==> src/rtl/set_bit_scanner.sv <==
// Walks a captured word and streams the index of each set bit, lowest first,
// over a valid/ready handshake, then pulses done.
module set_bit_scanner #(
  parameter int WIDTH = 32,
  parameter int IDX_W = 5
) (
  input  logic             clk,
  input  logic             rst,
  input  logic             start,
  input  logic [WIDTH-1:0] data_in,
  output logic             busy,
  output logic             idx_valid,
  input  logic             idx_ready,
  output logic [IDX_W-1:0] idx,
  output logic             done,
  output logic [IDX_W:0]   count
);

  typedef enum logic [1:0] {
    IDLE = 2'd0,
    SCAN = 2'd1,
    FIN  = 2'd2
  } state_t;

  state_t           state, state_n;
  logic [WIDTH-1:0] shadow, shadow_n;
  logic [IDX_W:0]   count_n;
  logic [IDX_W-1:0] lowest;

  always_ff @(posedge clk or posedge rst) begin
    if (rst) begin
      state  <= IDLE;
      shadow <= '0;
      count  <= '0;
    end else begin
      state  <= state_n;
      shadow <= shadow_n;
      count  <= count_n;
    end
  end

  // Descending walk so the last hit written is the lowest set bit.
  always_comb begin
    lowest = '0;
    for (int unsigned i = WIDTH; i > 0; i--) begin
      if (shadow[i-1]) lowest = IDX_W'(i - 1);
    end
  end

  always_comb begin
    state_n  = state;
    shadow_n = shadow;
    count_n  = count;
    case (state)
      IDLE: begin
        if (start) begin
          shadow_n = data_in;
          count_n  = '0;
          state_n  = SCAN;
        end
      end
      SCAN: begin
        if (shadow == '0) begin
          state_n = FIN;
        end else if (idx_ready) begin
          // Clear only the lowest set bit; the AND keeps borrow bits out.
          shadow_n = shadow & (shadow - WIDTH'(1));
          count_n  = count + (IDX_W+1)'(1);
        end
      end
      FIN:     state_n = IDLE;
      default: state_n = IDLE;
    endcase
  end

  assign busy      = (state != IDLE);
  assign idx_valid = (state == SCAN) && (shadow != '0);
  assign idx       = idx_valid ? lowest : '0;
  assign done      = (state == FIN);

endmodule

==> config.mk <==
export PLATFORM = sky130hd
export DESIGN_NAME = set_bit_scanner
export DESIGN_NICKNAME = d
export VERILOG_FILES = /design/src/rtl/set_bit_scanner.sv
export SDC_FILE = /design/constraint.sdc
export NUM_CORES = 1
export LEC_CHECK = 0
export ABC_AREA = 1
export BUFFER_PORTS_ARGS = -buffer_cell sky130_fd_sc_hd__buf_2
export CAP_MARGIN = 0
export CORE_ASPECT_RATIO = 0.9
export CORE_MARGIN = 4
export CORE_UTILIZATION = 59
export DETAILED_ROUTE_END_ITERATION = 8
export PLACE_DENSITY_LB_ADDON = 0.15
export SLEW_MARGIN = 40
export SYNTH_ARGS = -nofsm -noshare
export SYNTH_HDL_FRONTEND = slang
export SYNTH_SLANG_ARGS = --single-unit
export TNS_END_PERCENT = 50
==> constraint.sdc <==
create_clock -name clk -period 3.1 [get_ports clk]
set_input_delay 0.31 -clock clk [delete_from_list [all_inputs] [get_ports clk]]
set_output_delay 0.31 -clock clk [all_outputs]
set_load 0.1 [all_outputs]
==> results.json, run 1 <==
{
  "outcome": "finished clean",
  "setup_tns_ns": 0,
  "cts_buffers": 5,
  "yosys.area.top_type_share": 0.423,
  "drtIter0Drc": 140,
  "fin_hold_ws_ns": 0.134,
  "rsz0062_at_grt": "yes",
  "portBuffers": 49,
  "synth_largest_area_cell": "dfrtp_1",
  "crit_top_cell": "nand2_1",
  "vias_per_cell": 5.58,
  "hold_violations": 0,
  "antenna_found_initial": 0,
  "core_area_um2": 3780,
  "ant_nets": 0,
  "drt-wirelength-per-cell_um": 13.4,
  "drive_gt1_frac": 0.215,
  "regToRegSetupSlack_ns": 0.75,
  "maxSlewHeadroom": 0.665,
  "crit_path_end_kind": "primary output",
  "synth-seq-area-share": 0.423,
  "p_per_area_nw_per_um2": 625,
  "drv_slew": 0,
  "max_stage_delay_ns": 0.39,
  "holdBufCountCts": 0,
  "first_pass_iters": 4,
  "avgSynthCellArea_um2": 7.17,
  "rows": 21,
  "period_minus_slack_ns": 2.86,
  "die-area_um2": 5090,
  "start_util": 0.625,
  "cts_tree": "yes",
  "postCtsSetupBuffers": 0,
  "yosys.cell_types.count": 27,
  "vias": 2382,
  "grt_first_pass_wirelength_um": 9630,
  "cp.required_ns": 2.79,
  "cts_buffer_depth": 2,
  "syn_to_final_growth_pct": 17.1,
  "antenna_cells": 0,
  "postCtsResizedCells": 0,
  "setup_violations": 0,
  "critPathMaxFanout": 3,
  "track_usage": 0.246,
  "pin_count": 50,
  "syn_nets": 367,
  "crit_slowest_cell": "dfrtp_1",
  "clkLatencyLatePin_ns": 0.28,
  "drc": 0,
  "yosys_warnings": 0,
  "fp.dieW_um": 74.8,
  "worst-endpoint-arrival_ns": 2.55,
  "maxCapViolCount": 0,
  "wirelength_um": 5710,
  "syn_inst": 330,
  "grt.overflow.total": 0,
  "crit_path_start_kind": "flop",
  "root_buffer": "clkbuf_8",
  "r2r-start": "shadow[0]$_DFFE_PP0P_",
  "place.gp.congestion": 0.913,
  "fmax_mhz": 350,
  "worstRegToRegCells": 16,
  "clkTransAtPathRegs_ns": 0.07,
  "dpl.hpwl_um": 4300,
  "grt_max_degree": 41,
  "crit_type": "reg2out",
  "critPathLaunch": "shadow[30]$_DFFE_PP0P_",
  "cts_max_level": 2,
  "hold_class": "in2async",
  "ir_drop_uv": 533,
  "finClkSkew_ns": 0.00782,
  "synthTopCellsByArea": "dfrtp_1 (42%), nand2_1 (11%), a22oi_1 (7.9%), inv_1 (7.8%), nor2_1 (6.0%)",
  "final_cell_area_um2": 2770,
  "first_global_vias": 2232,
  "clock-sinks": 40,
  "leakage_nw": 1.52,
  "place_area_um2": 2670,
  "syn_area_um2": 2370,
  "die_h_um": 68.1,
  "final_nets": 417,
  "tightest_slew_ns": 0.503,
  "period_share": 0.921,
  "ys_ff_latch": 40,
  "r2r-end": "count[4]$_DFFE_PP0P_"
}
==> registers in the layout, indices dropped and copies added (netlist names) <==
register  cells
count         6
shadow       32
state         2
==> synthesized netlist by cell type <==
cell type and instances:
nand3_1 10, mux2i_1 1, nor2_1 38, a32oi_1 4, a21oi_2 1, inv_1 49, nand3b_1 1, nor4_1 3
clkbuf_1 6, dfrtp_1 40, nor2_2 3, o22ai_1 9, nand2_1 67, nor3_2 1, ha_1 1, o21bai_1 1
buf_1 3, a21oi_1 9, nand2_2 3, inv_2 14, o21ai_0 23, nand4_1 5, a22oi_1 25, buf_2 1
nor3_1 7, o21ai_1 4, o211ai_1 1
==> where the power goes <==
part / internal (mW) / total, mW / switching (mW)
clock network: 0.181 / 0.342 / 0.160
registers: 0.568 / 0.601 / 0.0333
logic: 0.185 / 0.789 / 0.604
total: 0.934 / 1.73 / 0.798
==> worst max-delay path: cells and delay by family, from the launching register on <==
family                 cells  cell delay, ns
and+or+nand+nor           29            1.42
DFF                        1            0.39
buffers and inverters      2            0.26
AOI/OAI and AO/OA          1            0.17
==> cells in the final DEF, fill, tap and decap left out, types with 2 or more instances in the layout <==
cell	instances
o21ai_0	23
a32oi_1	4
o21ai_1	4
nand3_1	10
clkbuf_1	2
nand2_2	3
a21oi_1	9
inv_2	14
buf_2	48
o22ai_1	9
nor2_2	3
clkbuf_8	6
nor4_1	2
dfrtp_1	40
nor3_1	7
nand4_1	5
inv_1	49
nand2_1	67
a22oi_1	25
nor2_1	38
buf_4	4
==> routing by layer <==
layer	track usage	vias to the layer above	part of all wire	wire, um
met3	0.0573	4	0.072	413
li1	-	1186	-	-
met1	0.339	1103	0.46	2620
met4	0.0511	0	0.0081	46
met5	0	-	0	0
met2	0.398	89	0.46	2630
==> stage by stage <==
stage / setup WS (ns) / utilization / instances / power, mW
2_1_floorplan: -0.923 / - / 330 / 1.23
3_3_place_gp: 0.448 / 0.705 / 419 / 1.36
3_5_place_dp: 0.406 / 0.705 / 419 / 1.37
4_1_cts: 0.0887 / 0.729 / 427 / 1.71
5_1_grt: -0.139 / 0.732 / 427 / 1.83
6_report: 0.245 / 0.732 / 427 / 1.73
==> layout make-up <==
class	count	area [um^2]
multi-input cells	217	1100
fillers	302	1010
flip-flops and latches	40	1000
repair buffers	53	290
inverters	63	236
clock buffers	8	90.1
well taps	46	57.6
==> worst max-delay path by stage <==
stage,slack [ns],depth (start not counted),endpoint
finish,0.24,32,idx[0]
CTS,0.09,32,idx[0]
floorplan,-0.92,7,idx[3]
detailed placement,0.41,32,idx[0]
global route,-0.14,32,idx[0]
global placement,0.45,32,idx[0]
==> cell families after synthesis <==
logic type / after synthesis / synth area share
and+or+nand+nor: 138 / 0.247
DFF: 40 / 0.423
AOI/OAI and AO/OA: 77 / 0.204
muxes: 1 / 0.00423
buffers and inverters: 73 / 0.116
adders and majority gates: 1 / 0.00529
Note: power is estimated with default switching activity, not from simulation.
==> run 2: changes to the inputs <==
--- a/config.mk
+++ b/config.mk
@@ -8,9 +8,11 @@
 export ABC_AREA = 1
 export BUFFER_PORTS_ARGS = -buffer_cell sky130_fd_sc_hd__buf_2
 export CAP_MARGIN = 0
+export CELL_PAD_IN_SITES_DETAIL_PLACEMENT = 1
+export CELL_PAD_IN_SITES_GLOBAL_PLACEMENT = 2
 export CORE_ASPECT_RATIO = 0.9
 export CORE_MARGIN = 4
-export CORE_UTILIZATION = 59
+export CORE_UTILIZATION = 32
 export DETAILED_ROUTE_END_ITERATION = 8
 export PLACE_DENSITY_LB_ADDON = 0.15
 export SLEW_MARGIN = 40
==> results.json, run 2 (synthesis gave the netlist of run 1 again) <==
{
  "leakage_nw": 1.52,
  "fp.dieW_um": 98.6,
  "top_regs": "shadow (32), count (6), state (2)",
  "first_pass_iters": 4,
  "pin_count": 50,
  "first_global_vias": 2554,
  "setup_violations": 0,
  "intPower_mw": 0.930,
  "drive_gt1_frac": 0.225,
  "drv_slew": 0,
  "r2r-end": "count[4]$_DFFE_PP0P_",
  "maxSlewHeadroom": 0.632,
  "crit_type": "reg2out",
  "antenna_found_initial": 0,
  "p_total_mw": 1.77,
  "antenna_cells": 0,
  "worst-endpoint-arrival_ns": 2.63,
  "place_worst_setup_slack_ns": 0.349,
  "die_h_um": 89.6,
  "portBuffers": 49,
  "crit_top_cell": "nand2_1",
  "swShare": 0.473,
  "regToRegSetupSlack_ns": 0.77,
  "mostFrequentLayoutCell": "nand2_1",
  "fin_hold_ws_ns": 0.144,
  "drtIter0Drc": 108,
  "crit_slowest_cell": "dfrtp_1",
  "endpoint": "idx[0]",
  "rows": 29,
  "place_area_um2": 2740,
  "largest_register_ff_count": 32,
  "finClkSkew_ns": 0.00466,
  "critPathMaxFanout": 3,
  "fmax_mhz": 340,
  "max_stage_delay_ns": 0.39,
  "track_usage": 0.181,
  "clkTransAtPathRegs_ns": 0.08,
  "crit_path_start_kind": "flop",
  "tightest_slew_ns": 0.553,
  "dp.cells": 468,
  "drc": 0,
  "cts_buffer_depth": 2,
  "p_switching_mw": 0.836,
  "dpl.hpwl_um": 5520,
  "period_minus_slack_ns": 2.94,
  "ir_drop_uv": 480,
  "sequentialPowerShare": 0.342,
  "period_share": 0.948,
  "clkLatencyLatePin_ns": 0.29,
  "grt_max_degree": 41,
  "pwr-share-clk": 0.209,
  "p_per_area_nw_per_um2": 621,
  "hold_class": "in2async",
  "start_util": 0.333,
  "crit_path_end_kind": "primary output",
  "core_area_um2": 7110,
  "wirelength_um": 7440,
  "place.gp.congestion": 0.789,
  "cts_buffers": 5,
  "outcome": "finished clean",
  "maxCapViolCount": 0,
  "final_cell_area_um2": 2850,
  "clock-sinks": 40,
  "hold_violations": 0,
  "ant_nets": 0,
  "r2r-start": "shadow[24]$_DFFE_PP0P_",
  "final_cells": 476,
  "worstRegToRegCells": 18,
  "grt_first_pass_wirelength_um": 12600,
  "final_nets": 419,
  "root_buffer": "clkbuf_8",
  "die-area_um2": 8840,
  "holdBufCountCts": 0,
  "finalWorstSetupSlack_ns": 0.162,
  "critPathLaunch": "shadow[30]$_DFFE_PP0P_",
  "vias": 2365,
  "syn_to_final_growth_pct": 20.3,
  "cts_max_level": 2,
  "rsz0062_at_grt": "yes",
  "grt.overflow.total": 0,
  "cp.required_ns": 2.79,
  "layout_common_cells": "nand2_1 (65), inv_1 (49), buf_2 (48)",
  "regMostFlops": "shadow",
  "comb_power_share": 0.450,
  "vias_per_cell": 4.97,
  "cts_tree": "yes",
  "drt-wirelength-per-cell_um": 15.6
}
==> run 2: cell count changes in the layout (fill, tap and decap cells not counted) <==
cell	before	now
buf_12	1	0
buf_4	4	6
buf_8	0	1
nand2_1	67	65
nand2_2	3	5
==> run 2: timing repair <==
action                     4_1_cts  5_1_grt
setup endpoints to repair        0        1
buffers inserted                 0        0
resized for setup                0        6
==> run 2: power by group through the flow <==
stage / Clock [mW] / Combinational (mW) / Sequential [mW]
6_report: 0.369 / 0.794 / 0.604
2_1_floorplan: 0 / 0.401 / 0.832
3_5_place_dp: 0 / 0.770 / 0.615
4_1_cts: 0.377 / 0.772 / 0.605
3_3_place_gp: 0 / 0.762 / 0.613
5_1_grt: 0.402 / 0.868 / 0.612
==> run 2: stage by stage <==
stage | TNS, ns | utilization
2_1_floorplan | -1.43 | -
3_3_place_gp | 0 | 0.385
3_5_place_dp | 0 | 0.385
4_1_cts | 0 | 0.398
5_1_grt | -0.226 | 0.400
6_report | 0 | 0.400
==> run 2: cell type report <==
class / instances / area [um^2]
inverter: 63 / 236
timing repair buffer: 55 / 300
clock buffer: 8 / 90.1
tap: 93 / 116
multi-input combinational: 217 / 1100
sequential: 40 / 1000
fill: 980 / 4270
==> run 2: metal layers <==
layer / share of wire / GRT usage / up-vias
met3: 0.039 / 0.0340 / 8
met2: 0.46 / 0.308 / 47
met4: 0.0089 / 0.0409 / 0
li1: - / - / 1182
met5: 0 / 0 / -
met1: 0.49 / 0.243 / 1128
==> run 2: worst max-delay path, delay by kind of cell, from the launching register on <==
family          cells  cell delay (ns)
compound gates      1             0.18
simple gates       29             1.46
buf+inv             2             0.28
flops               1             0.39
==> run 2: worst min path at each step <==
stage | from | end | slack (ns)
6_report | rst | state[0]$_DFFE_PP0P_ | 0.14
5_1_grt | rst | shadow[26]$_DFFE_PP0P_ | 0.20
4_1_cts | rst | shadow[24]$_DFFE_PP0P_ | 0.17
3_5_place_dp | rst | state[0]$_DFFE_PP0P_ | 0.48
3_3_place_gp | rst | state[0]$_DFFE_PP0P_ | 0.48
2_1_floorplan | data_in[0] | shadow[0]$_DFFE_PP0P_ | 0.44
